### src/rtl/pipe_mul.sv
// rtl/pipe_mul.sv - fully pipelined integer multiplier with valid/ready stall, tag passthrough; optional PIPE_MUL_OVF_EN adds out_ovf
module pipe_mul #(
    parameter int WIDTH        = 32,
    parameter int LATENCY      = 11,
    parameter int SIGNED       = 0,
    parameter int FULL_PRODUCT = 0,
    parameter int TAG_W        = 4,
    localparam int OUT_W       = (FULL_PRODUCT != 0) ? 2 * WIDTH : WIDTH
) (
    input  logic             clk,
    input  logic             rst_n,
    input  logic             in_valid,
    output logic             in_ready,
    input  logic [WIDTH-1:0] in_a,
    input  logic [WIDTH-1:0] in_b,
    input  logic [TAG_W-1:0] in_tag,
    output logic             out_valid,
    input  logic             out_ready,
    output logic [OUT_W-1:0] out_data,
    output logic [TAG_W-1:0] out_tag
`ifdef PIPE_MUL_OVF_EN
    ,
    output logic             out_ovf
`endif
);

    // The whole pipeline moves as one unit: it advances whenever the output
    // register is empty or is being drained this cycle.
    logic adv;
    assign adv      = !out_valid || out_ready;
    assign in_ready = adv;

    // Operands and tag as seen by the final (multiplying) stage.
    logic             mul_valid;
    logic [WIDTH-1:0] mul_a;
    logic [WIDTH-1:0] mul_b;
    logic [TAG_W-1:0] mul_tag;

    generate
        if (LATENCY == 1) begin : g_no_dly
            assign mul_valid = in_valid;
            assign mul_a     = in_a;
            assign mul_b     = in_b;
            assign mul_tag   = in_tag;
        end else begin : g_dly
            localparam int N = LATENCY - 1;
            logic [N-1:0]     v_q;
            logic [WIDTH-1:0] a_q [N];
            logic [WIDTH-1:0] b_q [N];
            logic [TAG_W-1:0] t_q [N];

            // Operand/tag delay line; bubbles travel as stages with v_q=0.
            always_ff @(posedge clk or negedge rst_n) begin
                if (!rst_n) begin
                    v_q <= '0;
                    for (int i = 0; i < N; i++) begin
                        a_q[i] <= '0;
                        b_q[i] <= '0;
                        t_q[i] <= '0;
                    end
                end else if (adv) begin
                    v_q[0] <= in_valid;
                    a_q[0] <= in_a;
                    b_q[0] <= in_b;
                    t_q[0] <= in_tag;
                    for (int i = 1; i < N; i++) begin
                        v_q[i] <= v_q[i-1];
                        a_q[i] <= a_q[i-1];
                        b_q[i] <= b_q[i-1];
                        t_q[i] <= t_q[i-1];
                    end
                end
            end

            assign mul_valid = v_q[N-1];
            assign mul_a     = a_q[N-1];
            assign mul_b     = b_q[N-1];
            assign mul_tag   = t_q[N-1];
        end
    endgenerate

    // Operands extended to the output width; the low WIDTH bits of a product
    // do not depend on signedness, so the narrow case needs no extension.
    logic [OUT_W-1:0] ext_a;
    logic [OUT_W-1:0] ext_b;
    logic [OUT_W-1:0] prod;

    generate
        if (FULL_PRODUCT != 0) begin : g_wide
            logic sa;
            logic sb;
            assign sa    = (SIGNED != 0) ? mul_a[WIDTH-1] : 1'b0;
            assign sb    = (SIGNED != 0) ? mul_b[WIDTH-1] : 1'b0;
            assign ext_a = {{WIDTH{sa}}, mul_a};
            assign ext_b = {{WIDTH{sb}}, mul_b};
        end else begin : g_narrow
            assign ext_a = mul_a;
            assign ext_b = mul_b;
        end
    endgenerate

    assign prod = ext_a * ext_b;

`ifdef PIPE_MUL_OVF_EN
    logic ovf_d;

    generate
        if (FULL_PRODUCT != 0) begin : g_ovf_none
            assign ovf_d = 1'b0;
        end else begin : g_ovf_chk
            logic             fa_s;
            logic             fb_s;
            logic [2*WIDTH-1:0] full_a;
            logic [2*WIDTH-1:0] full_b;
            logic [2*WIDTH-1:0] full_p;
            logic             low_s;
            assign fa_s   = (SIGNED != 0) ? mul_a[WIDTH-1] : 1'b0;
            assign fb_s   = (SIGNED != 0) ? mul_b[WIDTH-1] : 1'b0;
            assign full_a = {{WIDTH{fa_s}}, mul_a};
            assign full_b = {{WIDTH{fb_s}}, mul_b};
            assign full_p = full_a * full_b;
            // Truncation is lossless exactly when re-extending the kept low
            // half reproduces the full product.
            assign low_s  = (SIGNED != 0) ? full_p[WIDTH-1] : 1'b0;
            assign ovf_d  = (full_p != {{WIDTH{low_s}}, full_p[WIDTH-1:0]});
        end
    endgenerate

    // Overflow flag registered alongside the product so it stalls with it.
    always_ff @(posedge clk or negedge rst_n) begin
        if (!rst_n) begin
            out_ovf <= 1'b0;
        end else if (adv) begin
            out_ovf <= ovf_d;
        end
    end
`endif

    // Final stage: register the product, tag and valid; hold while stalled.
    always_ff @(posedge clk or negedge rst_n) begin
        if (!rst_n) begin
            out_valid <= 1'b0;
            out_data  <= '0;
            out_tag   <= '0;
        end else if (adv) begin
            out_valid <= mul_valid;
            out_data  <= prod;
            out_tag   <= mul_tag;
        end
    end

endmodule

### config.mk
export PLATFORM = sky130hd
export DESIGN_NAME = pipe_mul
export DESIGN_NICKNAME = d
export VERILOG_FILES = /design/src/rtl/pipe_mul.sv
export SDC_FILE = /design/constraint.sdc
export NUM_CORES = 2
export LEC_CHECK = 0
export CAP_MARGIN = 20
export CORE_MARGIN = 3
export CORE_UTILIZATION = 35
export DETAILED_ROUTE_END_ITERATION = 10
export GPL_ROUTABILITY_DRIVEN = 1
export GPL_TIMING_DRIVEN = 1
export HOLD_SLACK_MARGIN = 0.05
export SYNTH_ARGS = -nofsm -noshare
export SYNTH_HDL_FRONTEND = slang
export SYNTH_SLANG_ARGS = --single-unit
### constraint.sdc
create_clock -name clk -period 17.5 [get_ports clk]
set_input_delay 2.625 -clock clk [delete_from_list [all_inputs] [get_ports clk]]
set_output_delay 2.625 -clock clk [all_outputs]
set_load 0.01 [all_outputs]
==> metrics.cfg <==
[routing]
dr.pass1.iters=5
vias=29316
wl_um=92700
routedWlPerCell_um=14.4
drc=0
vias_per_cell=4.56
antenna_left=0
dr.first_iter.drc_count=1743

[worst_setup_path]
critPathBufInv=4
max_stage_delay_ps=750
cp-start-kind=flop
cp_common_cell=fa_1
cp_top_family=adder cells
r2r_cells=22
critPathSlowestCell=dfrtp_1
timing.rr.start=ext_b[8]
reg2reg_slack_ps=9930
critical_path_class=flop to flop
cp-end-kind=flop
path_cells=and2_1 -> fa_1 -> inv_1 -> fa_1 -> fa_1 -> inv_1 -> fa_1 -> inv_1 -> fa_1 -> inv_1 -> fa_1 -> fa_1 -> fa_1 -> ha_1 -> a21o_1 -> a311o_1 -> a31oi_1 -> nand3_1 -> o21ai_0 -> o21ai_0 -> xnor2_1 -> o21ai_1
reg2reg_to=out_data[31]
worstPathArrival_ps=8110
cp.required_ps=18030
path_max_fanout=25

[logic_synthesis]
ys_async_sr_fraction_pct=100
synthesis.nets=5381
seq_area_frac_synth_pct=42.4
synth-main-ff-cell=dfrtp_1
ys_types=51
synth.avg_cell_area_um2=8.98
syn_area_um2=42900
yosysWarnings=0
synth_edf_count=0
syn_inst=4778
synth_seq_cells=727

[layout]
n_fill_cell=12321
final_nets=5351
syn_to_final_growth_pct=12.3
multi_input_area_um2=22400
final_util_pct=39.9
fin_area_um2=48200
drive_above_1_share_pct=3.64
fin_cells=6426
final-seq-area_um2=18200

[worst_hold_path]
holdPathEnd=out_tag[2]
holdPathStages=2
hold_start=mul_tag[2]
min_path_type=flop to flop

[floorplan]
ioPinCount=110
initial_core_util_pct=35.5
core_area_um2=121000
dieHeight_um=356
fp.dieArea_um2=127000
fp-row-count=127
die_width_um=356

[status]
outcome=complete, no violations

[timing]
tns_ps=0
max_freq_mhz=132
tightest_slew_ps=1190
skew_ps=52.1
setup_viol=0
slew_headroom_pct=20.8
min_period_over_period_pct=43.3
rsz0062_at_grt=no
slew_viol_final=0
fin_crit_ps=7570
hold_viol=0

[global_routing]
grt_max_degree=236
grt_pass1_wl_um=158000
grt_pass1_vias=30409
grt_antenna_before_repair=0
grt_use_total_pct=15.0
grt_overflow=0

[clock_network]
cts_resized=0
clockBufferDepth=3
cts_setup_buffers=0
htree_levels=3
cts_buffers=81
cts.sinks=727
cts_hold_buf=0
cts_tree=yes
root_buffer=clkbuf_16
insertion_delay_ps=680
path_clk_slew_ps=60

[place]
routabilityCongestion=0.865
hpwl_um=62100
place_inst=6276
io_buffers=109
post_dp_cell_area_um2=45400

[run]
maxCapViolations=0

worst reg2reg max path, cell delays in order, from the launching register on:
cell and delay, ps:
dfrtp_1 750, and2_1 350, fa_1 550, inv_1 60, fa_1 500, fa_1 540, inv_1 50, fa_1 500
inv_1 60, fa_1 530, inv_1 60, fa_1 470, fa_1 550, fa_1 440, ha_1 390, a21o_1 240
a311o_1 340, a31oi_1 310, nand3_1 120, o21ai_0 270, o21ai_0 160, xnor2_1 160, o21ai_1 70
cells in the mapped netlist (all sizes together) (2+ instances only):
library cell | instances | share of area [%]
nand2 | 2280 | 20
dfrtp | 727 | 42
fa | 408 | 19
and2 | 368 | 5.4
inv | 364 | 3.2
clkbuf | 227 | 2.0
ha | 123 | 3.6
xnor2 | 53 | 1.1
a21oi | 35 | 0.43
o21ai | 27 | 0.34
buf | 26 | 0.24
xor2 | 20 | 0.41
nor2 | 19 | 0.17
nand3 | 11 | 0.13
a21o | 10 | 0.18
nor3b | 8 | 0.15
a211oi | 7 | 0.15
nor3 | 7 | 0.082
o21a | 6 | 0.11
a221oi | 4 | 0.082
and3 | 4 | 0.058
nand2b | 4 | 0.058
nand3b | 4 | 0.070
o31ai | 4 | 0.070
or3 | 4 | 0.058
a2111oi | 3 | 0.11
nor4b | 3 | 0.061
o211ai | 3 | 0.053
o21bai | 3 | 0.053
a31oi | 2 | 0.029
or2 | 2 | 0.029
area by class of cell:
| type | count | share of cell area, % |
|---|---|---|
| Inverter | 364 | 2.85 |
| Clock buffer | 117 | 4.87 |
| Sequential cell | 727 | 37.8 |
| Timing Repair Buffer | 140 | 2.90 |
| Tap cell | 1612 | 4.19 |
| Multi-Input combinational cell | 3434 | 46.5 |
| Antenna cell | 1 | 0.00519 |
| Clock inverter | 31 | 0.948 |
worst max-delay path by stage:
stage,slack [ps],cells after the start,endpoint,startpoint
2_1_floorplan,10720,23,out_data[31],ext_a[13]
5_1_grt,9640,23,out_data[31],ext_b[8]
3_3_place_gp,9990,5,in_ready,out_ready
4_1_cts,9920,22,out_data[31],ext_b[8]
6_report,9930,22,out_data[31],ext_b[8]
3_5_place_dp,9880,22,out_data[31],ext_b[8]
stage by stage:
| step | hold WS (ps) | worst slack, ps |
|---|---|---|
| 3_3_place_gp | 444 | 9990 |
| 5_1_grt | 462 | 9640 |
| 2_1_floorplan | 430 | 10720 |
| 3_5_place_dp | 453 | 9880 |
| 6_report | 442 | 9930 |
| 4_1_cts | 454 | 9920 |
cells by family (layout without fill, tap and decap cells):
group,Yosys count,after routing,share of synthesized area [%]
and+or+nand+nor,2719,2719,26.3
DFF,727,727,42.4
buffers and inverters,617,652,5.41
adders and majority gates,531,531,22.6
AOI/OAI and AO/OA,110,110,1.72
xor gates and xnor gates,74,74,1.54
other,0,1,0
flip-flops by register name, indices dropped and copies added, names as in the netlist:
name,count
g_dly.a_q,288
g_dly.b_q,288
g_dly.t_q,36
ext_a,32
ext_b,32
out_data,32
g_dly.v_q,10
mul_tag,4
out_tag,4
out_valid,1
per-layer routing:
layer  up-vias  GRT usage, %  share of wire, %
li1      14232             -                 -
met1     14559          20.9                47
met2       406          24.3                47
met3       119          2.12               3.6
met4         0          4.85               2.4
met5         -             0                 0
cells in the final DEF, fill, tap and decap left out, types with 4 or more instances in the layout:
cell / Yosys / layout
inv_1: 364 / 363
or3_1: 4 / 4
nand3b_1: 4 / 4
nor2_1: 19 / 19
o31ai_1: 4 / 4
nand3_1: 11 / 11
clkbuf_1: 227 / 19
nor3b_1: 7 / 7
clkinv_2: 0 / 13
bufinv_16: 0 / 6
a221oi_1: 4 / 4
a211oi_1: 5 / 5
dfrtp_1: 727 / 727
clkdlybuf4s50_1: 0 / 108
ha_1: 123 / 123
a21oi_1: 33 / 33
nand2_1: 2280 / 2280
clkbuf_16: 0 / 82
buf_4: 1 / 25
o21ai_0: 17 / 17
xnor2_1: 53 / 53
fa_1: 408 / 408
buf_12: 0 / 5
o21a_1: 6 / 6
clkbuf_8: 0 / 16
and2_1: 368 / 368
nor3_1: 7 / 7
o21ai_1: 7 / 7
and3_1: 4 / 4
xor2_1: 20 / 20
clkinv_16: 0 / 4
clkinv_4: 0 / 4
nand2b_1: 4 / 4
a21o_1: 10 / 10
Power is left out: the tool's default activity adds up to more than one toggle a clock period on the data nets, which glitch-free logic cannot reach.
